$ cat config.mk
export PLATFORM = sky130hd
export DESIGN_NAME = sram_access_arbiter
export DESIGN_NICKNAME = d
export VERILOG_FILES = /design/src/rtl/sram_access_arbiter.sv
export SDC_FILE = /design/constraint.sdc
export NUM_CORES = 1
export LEC_CHECK = 0
export CAP_MARGIN = 20
export CORE_ASPECT_RATIO = 0.8
export CORE_MARGIN = 4
export CORE_UTILIZATION = 25
export CTS_CLUSTER_DIAMETER = 200
export DETAILED_ROUTE_END_ITERATION = 16
export GPL_TIMING_DRIVEN = 0
export SYNTH_ARGS = -nofsm -noshare
export SYNTH_HDL_FRONTEND = slang
export SYNTH_SLANG_ARGS = --single-unit
$ cat constraint.sdc
create_clock -name clk -period 2.03 [get_ports clk]
set_input_delay 0.5075 -clock clk [delete_from_list [all_inputs] [get_ports clk]]
set_output_delay 0.5075 -clock clk [all_outputs]
set_load 0.02 [all_outputs]
$ cat src/rtl/sram_access_arbiter.sv
// sram_access_arbiter
//   Shares one external async SRAM between the capture writer (pixel samples
//   into the frame buffer) and the display reader (VGA scanout). A single-grant
//   FSM drives the SRAM pins with programmable read/write strobe timing.
//   Reads win arbitration. A starvation guard forces a write grant once a write
//   has waited STARVE_MAX cycles.
//
//   Grant timing: the FSM arbitrates in an IDLE cycle. The ack pulse is
//   registered, so it appears in the following cycle T. The state is still
//   IDLE in T, and the transaction's strobes start in T+1.
//
// Ports
//   clk, rst                 clock, synchronous active-high reset
//   rd_req/rd_addr           display read request (level, held until rd_ack)
//   rd_ack                   read accepted, address latched (1-cycle pulse)
//   rd_valid/rd_data         read data strobe; rd_data held until next rd_valid
//   wr_req/wr_addr/wr_data   capture write request (level, held until wr_ack)
//   wr_ack                   write accepted, address/data latched (1-cycle pulse)
//   sram_addr, sram_dq_out   SRAM address bus and data to pins
//   sram_dq_oe               1 = FPGA drives DQ
//   sram_dq_in               SRAM data from pins
//   sram_ce_n/oe_n/we_n      active-low SRAM strobes
//   stat_rd_cnt, stat_wr_cnt, stat_starve_cnt
//                            16-bit wrapping event counters. They exist only
//                            when SRAM_ARB_STATS_EN is defined.
module sram_access_arbiter #(
  parameter int ADDR_W     = 18,
  parameter int DATA_W     = 8,
  parameter int RD_WAIT    = 2,
  parameter int WR_WAIT    = 2,
  parameter int STARVE_MAX = 16
) (
  input  logic              clk,
  input  logic              rst,
  input  logic              rd_req,
  input  logic [ADDR_W-1:0] rd_addr,
  output logic              rd_ack,
  output logic              rd_valid,
  output logic [DATA_W-1:0] rd_data,
  input  logic              wr_req,
  input  logic [ADDR_W-1:0] wr_addr,
  input  logic [DATA_W-1:0] wr_data,
  output logic              wr_ack,
  output logic [ADDR_W-1:0] sram_addr,
  output logic [DATA_W-1:0] sram_dq_out,
  output logic              sram_dq_oe,
  input  logic [DATA_W-1:0] sram_dq_in,
  output logic              sram_ce_n,
  output logic              sram_oe_n,
  output logic              sram_we_n
`ifdef SRAM_ARB_STATS_EN
  ,
  output logic [15:0]       stat_rd_cnt,
  output logic [15:0]       stat_wr_cnt,
  output logic [15:0]       stat_starve_cnt
`endif
);

  localparam int MAXW = (RD_WAIT > WR_WAIT) ? RD_WAIT : WR_WAIT;
  localparam int CW   = $clog2(MAXW + 1);
  localparam int SW   = $clog2(STARVE_MAX + 1);

  typedef enum logic [2:0] {
    S_IDLE, S_RD, S_WR_SETUP, S_WR_PULSE, S_WR_HOLD
  } state_t;

  state_t          state, state_nxt;
  logic [CW-1:0]   wait_cnt, wait_cnt_nxt;
  logic [SW-1:0]   starve;
  logic            arb_idle, starved, grant_wr, grant_rd;
  logic            ce_n_d, oe_n_d, we_n_d, dq_oe_d, rd_valid_d;

  // Arbitrate only in an IDLE cycle that is not already carrying an ack.
  // A pending ack means the requester's req is still the old, granted one.
  assign arb_idle = (state == S_IDLE) && !rd_ack && !wr_ack;
  assign starved  = (starve >= SW'(STARVE_MAX));
  assign grant_wr = arb_idle && wr_req && (!rd_req || starved);
  assign grant_rd = arb_idle && rd_req && !grant_wr;

  // State register, plus the registered outputs and datapath.
  always_ff @(posedge clk) begin
    if (rst) begin
      state       <= S_IDLE;
      wait_cnt    <= '0;
      starve      <= '0;
      rd_ack      <= 1'b0;
      wr_ack      <= 1'b0;
      rd_valid    <= 1'b0;
      rd_data     <= '0;
      sram_addr   <= '0;
      sram_dq_out <= '0;
      sram_dq_oe  <= 1'b0;
      sram_ce_n   <= 1'b1;
      sram_oe_n   <= 1'b1;
      sram_we_n   <= 1'b1;
    end else begin
      state      <= state_nxt;
      wait_cnt   <= wait_cnt_nxt;
      rd_ack     <= grant_rd;
      wr_ack     <= grant_wr;
      rd_valid   <= rd_valid_d;
      sram_dq_oe <= dq_oe_d;
      sram_ce_n  <= ce_n_d;
      sram_oe_n  <= oe_n_d;
      sram_we_n  <= we_n_d;
      if (rd_valid_d) rd_data <= sram_dq_in;
      if (grant_rd) sram_addr <= rd_addr;
      if (grant_wr) begin
        sram_addr   <= wr_addr;
        sram_dq_out <= wr_data;
      end
      if (!wr_req || wr_ack) starve <= '0;
      else if (!starved)     starve <= starve + SW'(1);
    end
  end

  // Next-state logic. wait_cnt counts down the remaining strobe cycles.
  always_comb begin
    state_nxt    = state;
    wait_cnt_nxt = wait_cnt;
    case (state)
      S_IDLE: begin
        if (rd_ack) begin
          state_nxt    = S_RD;
          wait_cnt_nxt = CW'(RD_WAIT - 1);
        end else if (wr_ack) begin
          state_nxt = S_WR_SETUP;
        end
      end
      S_RD: begin
        if (wait_cnt == '0) state_nxt = S_IDLE;
        else                wait_cnt_nxt = wait_cnt - CW'(1);
      end
      S_WR_SETUP: begin
        state_nxt    = S_WR_PULSE;
        wait_cnt_nxt = CW'(WR_WAIT - 1);
      end
      S_WR_PULSE: begin
        if (wait_cnt == '0) state_nxt = S_WR_HOLD;
        else                wait_cnt_nxt = wait_cnt - CW'(1);
      end
      S_WR_HOLD: state_nxt = S_IDLE;
      default:   state_nxt = S_IDLE;
    endcase
  end

  // Output decode from the next state, so the registered pins line up with
  // the state they belong to. Going back to IDLE after WR_HOLD drops dq_oe.
  // The next read needs at least two more cycles before oe_n can go low,
  // which gives the DQ bus its turnaround time.
  always_comb begin
    ce_n_d     = (state_nxt == S_IDLE);
    oe_n_d     = (state_nxt != S_RD);
    we_n_d     = (state_nxt != S_WR_PULSE);
    dq_oe_d    = (state_nxt == S_WR_SETUP) || (state_nxt == S_WR_PULSE) ||
                 (state_nxt == S_WR_HOLD);
    rd_valid_d = (state == S_RD) && (state_nxt == S_IDLE);
  end

`ifdef SRAM_ARB_STATS_EN
  // Starvation grants are counted at grant time. They are writes that won
  // while a read was also requesting.
  always_ff @(posedge clk) begin
    if (rst) begin
      stat_rd_cnt     <= '0;
      stat_wr_cnt     <= '0;
      stat_starve_cnt <= '0;
    end else begin
      if (rd_ack)             stat_rd_cnt     <= stat_rd_cnt + 16'd1;
      if (wr_ack)             stat_wr_cnt     <= stat_wr_cnt + 16'd1;
      if (grant_wr && rd_req) stat_starve_cnt <= stat_starve_cnt + 16'd1;
    end
  end
`endif

endmodule

Word level (Yosys, flattened, before mapping). Index checks and enable logic that the tools add are counted.

Flip-flop bits (word level): 51. Bits of input ports: 56. Output and inout bits: 41.

Add/sub/neg operators: 2. $lt $le $gt $ge: 1. Eq/ne operators: 10. Mux-type cells: 10. Reduce and logical (&&, ||, !) cells: 24.

Operators by type and width (count): $mux 18 (2); $eq 3x2->1 const B (4); $mux 3 (4); $pmux 3 s4 (1); $logic_and 1x1->1 (7); $logic_not 3->1 (2); $pmux 2 s3 (1); $add 5x1->5 const B (1); $ge 5x5->1 const B (1); $logic_not 1->1 (5); $logic_or 1x1->1 (4); $mux 2 (2); $ne 2x2->1 const B (2); $reduce_or 2->1 (2); $eq 3x1->1 const B (1); $eq 3x3->1 const B (1); $ne 3x1->1 const B (1); $ne 3x2->1 const B (1); $reduce_and 3->1 (1); $reduce_bool 3->1 (1); $logic_not 2->1 (1); $reduce_bool 2->1 (1); $sub 2x1->2 const B (1).

Longest topological paths before layout.
Depth after elaboration: 9. Gate-level depth with buffers: 6. Mapped depth without buffers: 5.

Worst setup path after synthesis. Ideal clock, no wire load.

Path kind: flip-flop to flip-flop. From: register rd_ack. To: register sram_addr[11]. Library setup time: 0.133 ns. Arrival time: 1.413 ns. Required time: 1.897 ns. Setup slack: 0.484 ns. Cell stages (with the launch flop): 6. Path buffers: 2. Cells stage by stage: dfxtp_1 -> nor4_4 -> and2_1 -> buf_6 -> buf_8 -> a311oi_1.

Cells in the longest elaborated chain, start to end: 8. Elaborated cells on any way between the ends: 10. Classes of those cells: 1 x mux; 9 x reduce/logical.

Ends and longest elaborated chain: start, declared (line 37) `output logic rd_ack,`; start signal, assigned (line 99) `rd_ack <= grant_rd;`; $logic_not 1->1 (*) (line 75) `assign arb_idle = (state == S_IDLE) && !rd_ack && !wr_ack;`; $logic_and 1x1->1 (*) (2 in a row) (line 75); $logic_and 1x1->1 (2 in a row) (line 77) `assign grant_wr = arb_idle && wr_req && (!rd_req || starved);`; $logic_not 1->1 (line 78) `assign grant_rd = arb_idle && rd_req && !grant_wr;`; $logic_and 1x1->1 (line 78); $reduce_bool 2->1 (no line); end signal, assigned (line 107) `if (grant_rd) sram_addr <= rd_addr;`; end signal, assigned (line 109) `sram_addr <= wr_addr;`; end, declared (line 44) `output logic [ADDR_W-1:0] sram_addr,`.

Every way passes the cells marked *; elsewhere a longest branch is shown, timed or not. A chain may end at the register's enable or synchronous reset.

Worst setup path in the final report.
From: register rd_ack. To: output port rd_ack.

No word-level cell between the ends.

==> flow_metrics.py <==
metrics = {
    "routing": {
        "drc": 0,
        "drt_iter0_drc": 88,
        "totalWireLength_um": 7110,
        "ant_nets": 0,
        "vias_per_cell": 4.80,
        "drt-pass1-iter-count": 4,
        "num_vias": 2262,
        "wl_per_cell_um": 15.1,
    },
    "die": {
        "die_w_um": 114,
        "core-area_sq_um": 8600,
        "die_h_um": 92.5,
        "pin_count": 97,
        "fp.dieArea_sq_um": 10500,
        "initial_core_util": 0.260,
        "row_count": 30,
    },
    "timing": {
        "slew_headroom": 0.576,
        "min_period_ns": 1.92,
        "maxClockFrequency_mhz": 520,
        "worstMarginPinSlew_ns": 0.631,
        "fin_ws_ns": 0.108,
        "skew_ns": 0.00796,
        "fin_crit_sh": 0.947,
        "whs_ns": 0.462,
        "drv_slew": 0,
        "grt_setup_unrepaired": "true",
        "report.final.hold_viol_count": 0,
        "finalSetupViolCount": 0,
    },
    "final_layout": {
        "final_util": 0.403,
        "n_fill_cell": 879,
        "fin_nets": 417,
        "final_cell_count_no_fill": 471,
        "seq_area_sq_um": 1020,
        "drive_above_1_share": 0.0864,
        "mostFrequentLayoutCell": "clkdlybuf4s50_1",
        "multi_input_area_sq_um": 1040,
        "fin_area_sq_um": 3460,
        "diodes": 0,
        "area_growth_pct": 55.2,
        "final_cell_mix": "clkdlybuf4s50_1, dfxtp_1, a21oi_1",
    },
    "setup_path": {
        "cp-end-kind": "output pin",
        "worstPathCellList": "clkdlybuf4s50_1",
        "worst_ep_arrival_time_ns": 1.41,
        "cpPeakStageDelay_ns": 0.66,
        "cpMaxStageDelayCell": "clkdlybuf4s50_1",
        "crit_required_ns": 1.52,
        "critPathLaunchType": "flop",
        "reg2reg_depth": 6,
        "crit_type": "flop to output pin",
        "path_buf_inv": 1,
        "path_max_fanout": 5,
        "crit_family": "buffers and inverters",
        "path_depth": 1,
        "r2r_start": "state[2]$_SDFF_PP0_",
        "rrSetupSlack_ns": 0.26,
        "rr_endpoint": "sram_addr[8]$_SDFFE_PP0P_",
    },
    "power": {
        "p_clk_frac": 0.290,
        "p_sw_uw": 851,
        "powerDensity_nw_per_um2": 830,
        "seqPwrFrac": 0.404,
        "peakVddDrop_v": 0.000407,
        "combinationalPowerShare": 0.306,
        "internal_power_uw": 2020,
        "switching_share": 0.296,
        "p_leak_uw": 0.00122,
    },
    "logic_synthesis": {
        "yosys_warnings": 0,
        "ys_top_cells_by_area": "dfxtp_1, a21oi_1, a311oi_1",
        "synth_nets": 315,
        "ys_ff_latch": 51,
        "syn_avg_cell_area_sq_um": 8.71,
        "netlist.area_leader.share": 0.458,
        "synth-async-reset-ratio": 0,
        "syn-cell-area_sq_um": 2230,
        "ys.flop_type": "dfxtp_1",
        "synth_cells": 256,
        "synthDistinctLibCells": 36,
        "yosys.area.top_type": "dfxtp_1",
        "synth_enable_flop_cells": 0,
        "ys_seq_area_frac": 0.458,
    },
    "place": {
        "routabilityCongestion": 0.775,
        "placed_cells": 463,
        "place_area_sq_um": 3320,
        "dp_hpwl_um": 5180,
        "io_buffers": 95,
        "post-place-ws_ns": -0.443,
    },
    "hold_path": {
        "worstHoldStart": "rd_data[0]$_SDFFE_PP0P_",
        "hold_class": "flop to flop",
        "holdPathEnd": "rd_data[0]$_SDFFE_PP0P_",
        "whs_path_depth": 2,
    },
    "clock_network": {
        "cts_max_level": 2,
        "root_buffer": "clkbuf_8",
        "cts.path.max_buffers": 2,
        "cts_inserted_buffers": 5,
        "post-cts-setup-buffers": 0,
        "cts_tree": "built",
        "cts_sinks": 51,
        "clk_pin_slew_ns": 0.10,
        "holdBufCountCts": 0,
        "clock_latency_ns": 0.30,
    },
    "status": {
        "status": "finished clean",
    },
    "grt": {
        "grt_overflow": 0,
        "grt_pass1_vias": 2263,
        "grt_max_degree": 16,
        "grt_first_pass_wirelength_um": 11500,
        "grt.total_usage": 0.133,
        "grt_antenna_before_repair": 0,
    },
    "job": {
        "max_cap_viol_count": 0,
    },
}
-- power groups by stage --
stage	Combinational (uW)	Clock (uW)	Sequential, uW
4_1_cts	886	861	1160
2_1_floorplan	363	0	1300
6_report	880	833	1160
3_5_place_dp	880	0	1180
5_1_grt	952	901	1180
3_3_place_gp	875	0	1180
-- layer usage --
metal,up-vias,track usage,routed length [um]
li1,1138,-,-
met1,1071,0.181,3390
met2,49,0.216,3320
met3,4,0.0300,350
met4,0,0.0290,55
met5,-,0,0
-- synthesized netlist by cell type, types with 8 or more instances --
| cell type | instances |
|---|---|
| dfxtp_1 | 51 |
| a21oi_1 | 38 |
| nand2_1 | 21 |
| nand3_1 | 19 |
| a311oi_1 | 18 |
| o21ai_0 | 18 |
| clkbuf_1 | 14 |
| nor2_1 | 11 |
| buf_2 | 9 |
| nand4_1 | 8 |
| o31ai_1 | 8 |
-- cells by family (layout without fill, tap and decap cells) --
group,after synthesis,count (layout),synth area share
multiplexers,1,1,0.00449
XOR/XNOR,3,3,0.0118
AO/OA/AOI/OAI,88,88,0.244
adder cells (fa/ha/maj),3,3,0.0168
AND/OR/NAND/NOR,78,78,0.188
buffers and inverters,32,135,0.0774
flip-flops,51,51,0.458
-- registers in the layout (all words and copies together) (netlist names) --
name         flops
sram_dq_oe       1
rd_valid         1
wait_cnt         2
state            3
starve           5
rd_ack           1
sram_dq_out      8
sram_addr       18
sram_oe_n        1
sram_ce_n        1
rd_data          8
wr_ack           1
sram_we_n        1
-- how the worst max path moves through the flow --
stage / start / endpoint
5_1_grt: wr_req / sram_addr[11]$_SDFFE_PP0P_
4_1_cts: wr_req / sram_addr[12]$_SDFFE_PP0P_
3_5_place_dp: rd_req / sram_addr[16]$_SDFFE_PP0P_
3_3_place_gp: rd_req / sram_addr[16]$_SDFFE_PP0P_
6_report: rd_ack$_SDFF_PP0_ / rd_ack
2_1_floorplan: rd_ack$_SDFF_PP0_ / sram_addr[11]$_SDFFE_PP0P_
-- per-stage QoR --
stage,TNS [ns],total power (uW)
global route,-0.00772,3030
detailed placement,-6.39,2060
CTS,0,2910
global placement,-6.61,2060
finish,0,2880
floorplan,0,1660
-- layout make-up --
cell class,count,area share
plain buffers,28,0.0477
clock buffers,6,0.0210
clock inverters,2,0.0173
inverters,4,0.00434
multi-input cells,173,0.300
flip-flops and latches,51,0.295
well taps,112,0.0405
repair buffers,95,0.275
-- repair_timing --
item	CTS	global route
resized for setup	3	7
setup endpoints to repair	10	13
cloned	0	0
(Power assumes the default switching activity.)
